[src/rtl/pipeline_stall_ctrl.sv]
// Stall/flush sequencer for the 5-stage pipeline: merges load-use, branch flush,
// data-memory wait and MUL/DIV occupancy into register enables, bubbles and flushes.
module pipeline_stall_ctrl #(
    parameter int STALL_CNT_W = 16,
    parameter int MEM_TIMEOUT = 64
) (
    input  logic                   clk,
    input  logic                   rst_n,
    input  logic [4:0]             rs1_id,
    input  logic [4:0]             rs2_id,
    input  logic [4:0]             rd_ex,
    input  logic                   mem_read_ex,
    input  logic                   branch_taken_ex,
    input  logic                   dmem_req,
    input  logic                   dmem_ready,
    input  logic                   mdu_start_ex,
    input  logic                   mdu_done,
    output logic                   pc_write,
    output logic                   if_id_write,
    output logic                   id_ex_bubble,
    output logic                   if_id_flush,
    output logic                   ex_mem_hold,
    output logic [STALL_CNT_W-1:0] stall_cycles,
    output logic                   mem_timeout_err,
    output logic [1:0]             state_dbg
);

    localparam int WCNT_W = $clog2(MEM_TIMEOUT + 1);

    typedef enum logic [1:0] {
        RUN      = 2'd0,
        MEM_WAIT = 2'd1,
        MDU_WAIT = 2'd2
    } state_t;

    state_t                 state_q, state_d;
    logic [WCNT_W-1:0]      wcnt_q, wcnt_d;
    logic                   err_q, err_d;
    logic [STALL_CNT_W-1:0] stall_q, stall_d;
    logic                   freeze;
    logic                   load_use;

    function automatic logic [STALL_CNT_W-1:0] sat_inc(input logic [STALL_CNT_W-1:0] v);
        return (&v) ? v : v + STALL_CNT_W'(1);
    endfunction

    assign load_use = mem_read_ex && (rd_ex != 5'd0) &&
                      ((rs1_id == rd_ex) || (rs2_id == rd_ex));

    always_comb begin
        state_d      = state_q;
        wcnt_d       = wcnt_q;
        err_d        = err_q;
        freeze       = 1'b0;
        pc_write     = 1'b1;
        if_id_write  = 1'b1;
        id_ex_bubble = 1'b0;
        if_id_flush  = 1'b0;
        ex_mem_hold  = 1'b0;

        if (rst_n) begin
            unique case (state_q)
                RUN: begin
                    if (dmem_req && !dmem_ready) begin
                        freeze  = 1'b1;
                        state_d = MEM_WAIT;
                        wcnt_d  = '0;
                    end else if (mdu_start_ex && !mdu_done) begin
                        freeze  = 1'b1;
                        state_d = MDU_WAIT;
                    end else if (branch_taken_ex) begin
                        if_id_flush  = 1'b1;
                        id_ex_bubble = 1'b1;
                    end else if (load_use) begin
                        pc_write     = 1'b0;
                        if_id_write  = 1'b0;
                        id_ex_bubble = 1'b1;
                    end
                end
                MEM_WAIT: begin
                    // Timeout releases the pipeline just like a completed access.
                    if (dmem_ready) begin
                        state_d = RUN;
                    end else if (wcnt_q == WCNT_W'(MEM_TIMEOUT - 1)) begin
                        err_d   = 1'b1;
                        state_d = RUN;
                    end else begin
                        freeze = 1'b1;
                        wcnt_d = wcnt_q + WCNT_W'(1);
                    end
                end
                MDU_WAIT: begin
                    if (mdu_done) begin
                        state_d = RUN;
                    end else begin
                        freeze = 1'b1;
                    end
                end
                default: state_d = RUN;
            endcase
        end

        if (freeze) begin
            pc_write    = 1'b0;
            if_id_write = 1'b0;
            ex_mem_hold = 1'b1;
        end

        stall_d = pc_write ? stall_q : sat_inc(stall_q);
    end

    always_ff @(posedge clk) begin
        if (!rst_n) begin
            state_q <= RUN;
            wcnt_q  <= '0;
            err_q   <= 1'b0;
            stall_q <= '0;
        end else begin
            state_q <= state_d;
            wcnt_q  <= wcnt_d;
            err_q   <= err_d;
            stall_q <= stall_d;
        end
    end

    assign stall_cycles    = stall_q;
    assign mem_timeout_err = err_q;
    assign state_dbg       = state_q;

endmodule

[config.mk]
export PLATFORM = sky130hd
export DESIGN_NAME = pipeline_stall_ctrl
export DESIGN_NICKNAME = d
export VERILOG_FILES = /design/src/rtl/pipeline_stall_ctrl.sv
export SDC_FILE = /design/constraint.sdc
export NUM_CORES = 1
export LEC_CHECK = 0
export ABC_AREA = 1
export BUFFER_PORTS_ARGS = -buffer_cell sky130_fd_sc_hd__buf_2
export CAP_MARGIN = 5
export CORE_MARGIN = 2
export CORE_UTILIZATION = 35
export CTS_BUF_LIST = sky130_fd_sc_hd__clkbuf_16
export CTS_CLUSTER_SIZE = 24
export DETAILED_ROUTE_END_ITERATION = 10
export GPL_TIMING_DRIVEN = 0
export PLACE_DENSITY = 0.57
export SLEW_MARGIN = 20
export SYNTH_ARGS = -nofsm -noshare
export SYNTH_HDL_FRONTEND = slang
export SYNTH_SLANG_ARGS = --single-unit
[constraint.sdc]
create_clock -name clk -period 2.25 [get_ports clk]
set_input_delay 0 -clock clk [delete_from_list [all_inputs] [get_ports clk]]
set_output_delay 0 -clock clk [all_outputs]
set_load 0.02 [all_outputs]
==> impl_results.md <==
- Status: complete, no violations
- Top cell family by delay on the critical path: buffers and inverters
- Primary FF master, synth: dfxtp_1
- Ant. Diodes: 0
- Final Hold Fails: 0
- Crit-path slowest cell: dfxtp_1
- Crit path buffers/inverters: 6
- Yosys reg bits: 26
- M1 wire length: a little over 2 mm
- Internal Power: 883 uW
- Fraction of layout cells with a size suffix above 1: 24.7%
- Unique cell type count in the Yosys netlist: 31
- Max-slew violation count: 0
- Startpoint Class: flop
- Vias in the first global route: 1546
- PD cells: between 500 and 600 mW/mm2
- GRT Util Overall: ~16%
- # rows: 25
- ANT nets after route: 0
- Clk slew on worst S/H paths: 0.07 ns
- Largest net degree at the start of global routing: 16
- HP Start: rst_n
- Max clock buf depth: 2
- CP Capture Type: primary output
- Post-layout nets: ~340
- Port Buf Inserts: 45
- Die width: 74.9 um
- HPWL Detailed: 3.15 mm
- Postcts setup bufs: 0
- Syn Area/Cell: 6.60 um2
- Final core utilization: 45.5%
- Dominant cells by area after synthesis: dfxtp_1 (30%), nand2_1 (13%), nand3_1 (8.0%)
- CTS resizes: 0
- CTS Buf Count: 3
- Synth area leader: dfxtp_1
- Fin crit period: 2.02 ns
- RSZ-0062 raised after global routing: no
- Comb power frac: 14.0%
- Critical path's largest stage delay: approximately 0.34 ns
- TritonCTS clock tree: done
- Reg2Reg Depth: 9
- DRC: 0
- Sequential Power Share: between 40% and 50%
- Total wire length: about 4.1 mm
- DIE AREA: 0.00562 mm2
- Hold buffer count at cts: 0
- Clk_lat worst skew: between 0.2 and 0.3 ns
- Worst setup startpoint: wcnt_q[0]$_SDFFE_PN0P_
- Cell area after layout: 0.00218 mm2
- Met3 Routed Length: 225 um
- Drt first-iter violations: 83
- Worst R2R End: stall_cycles[14]$_SDFFE_PN0P_
- Instance count on the critical path: 13
- Sw power: 279 uW
- Core region area: between 0.004 and 0.005 mm2
- Hold crit path type: in -> reg
- Synthesized area: between 0.0015 and 0.002 mm2
- Sequential area share after synthesis: 29.5%
- Number of synthesized flops with an enable pin: 0
- Reg-to-reg slack, setup: 0.28 ns
- R2R Path Start: stall_cycles[0]$_SDFFE_PN0P_
- Commonest non-fill, non-tap cell in the layout: nand2_1
- Pwr Total: about 1.2 mW
- Crit Path Max Fanout: 10
- Pre-antenna DRT Iters: 4
- Leakage: 0.989 nW
- Syn Inst Count: 267
- Arr. time, crit path: 2.02 ns
- Initial Utilization: roughly 37%
- Async set-reset flop share out of synthesis: 0%
- DR WL met2: 1.81 mm
- Vias per cell: 4.62
- Clock power frac: a little under half
- Final Non-Filler Cells: 383
- Area growth, synth to finish: 23.5%
- Crit path top cell by count: nand2_1
- Total congestion overflow: 0
- RD Place Congestion: slightly above 0.8
- Setup_tns: 0 ns
- Die Height: 74.9 um
- Max Used Layer: met4
- Final WS setup: 0.233 ns
- Net Sw Frac: 24.0%
- Yosys warnings: 0
- Placed cell areas: approximately 0.0021 mm2
- Worst setup path endpoint: pc_write
- Worst Max-Slew Pin Slew: roughly 0.72 ns
- Max Cap Viol: 0
- CTS sink count: 26
- Hold_ws: 0.0615 ns
- Clock root buffer: clkbuf_16
- Wire per inst: 10.8 um
- Final Setup Violations: 0
- Tcrit/Tclk final: 89.6%
- Routed vias: 1771
- Worst VDD drop: roughly 0.3 mV
- Req. time, crit path: 2.25 ns
- Final setup skew: 0.00362 ns
- Initial antenna violation count: 0
- Critical path, cell by cell: ha_1, nand2_1, clkinv_1, nand3_1, nand2_1, nand3_1, nand2_1, nand2_2, buf_6, buf_6, inv_1, buf_4, buf_2
- Post-Place Cells: 379
- # IOs: 47
- Pre-CTS setup slack: 0.267 ns
- Slew HR: 52.1%
- Number of H-tree levels: 1
- Most frequent cells in the layout: nand2_1 (62), buf_2 (47), inv_1 (33)
- FMAX: 0.496 GHz
- Critical path class: reg -> out
- Area share of the largest cell type after synthesis: between 20% and 30%
- Syn_nets: 292
- First-pass GRT wire length: approximately 6.8 mm
cells in the mapped netlist, types with 2 or more instances:
master / count
nor2_1: 25
xor2_1: 9
ha_1: 2
nand4_1: 6
dfxtp_1: 26
o21ai_0: 5
nand3_1: 28
xnor2_1: 6
nor2_2: 2
clkinv_1: 4
o21a_1: 2
nand2_1: 62
nand3_2: 2
nor3b_1: 2
nor3_1: 6
a21oi_2: 7
inv_1: 33
buf_6: 3
nand2_2: 4
inv_2: 5
buf_2: 2
o21ai_1: 2
nand3b_1: 3
a21oi_1: 14
area by class of cell:
type                    instances  area, um2
fillers                       505       2610
plain buffers                   7       55.1
inverters                      42        158
clock buffers                   3       75.1
well taps                      67       83.8
repair buffers                 45        225
clock inverters                 1       30.0
flip-flops and latches         26        520
multi-input cells             192       1030
logic make-up after synthesis:
family / after synthesis / share of synthesized area, %
AND/OR/NAND/NOR: 144 / 38.6
buffers and inverters: 49 / 12.1
AO/OA/AOI/OAI: 31 / 10.9
flip-flops: 26 / 29.5
XOR/XNOR: 15 / 7.46
adder cells (fa/ha/maj): 2 / 1.42
sequential cells by signal, indices dropped and copies added (netlist names):
name             count
stall_cycles        16
wcnt_q               7
state_dbg            2
mem_timeout_err      1
power groups by stage:
stage | logic (mW) | clock network (mW) | registers, mW
final | 0.162 | 0.526 | 0.474
after global routing | 0.184 | 0.557 | 0.475
after CTS | 0.165 | 0.544 | 0.474
after detailed placement | 0.164 | 0 | 0.485
after global placement | 0.163 | 0 | 0.485
after floorplan | 0.102 | 0 | 0.489
worst min path at each step:
stage,to,cells after the start
after floorplan,if_id_flush,2
after global placement,mem_timeout_err$_SDFFE_PN0P_,2
after detailed placement,stall_cycles[12]$_SDFFE_PN0P_,3
after CTS,stall_cycles[0]$_SDFFE_PN0P_,3
after global routing,mem_timeout_err$_SDFFE_PN0P_,2
final,stall_cycles[0]$_SDFFE_PN0P_,3
tightest hold or removal path: cells and delay by family:
kind,cells,cell delay [ns]
simple gates,2,0.11
buf+inv,1,0.17
layer usage:
| metal | vias up | track usage, % |
|---|---|---|
| met5 | - | 0 |
| met4 | 0 | 4.17 |
| li1 | 950 | - |
| met1 | 771 | 20.6 |
| met3 | 4 | 3.21 |
| met2 | 46 | 25.7 |
No activity file was read; power rests on OpenSTA's default activity.
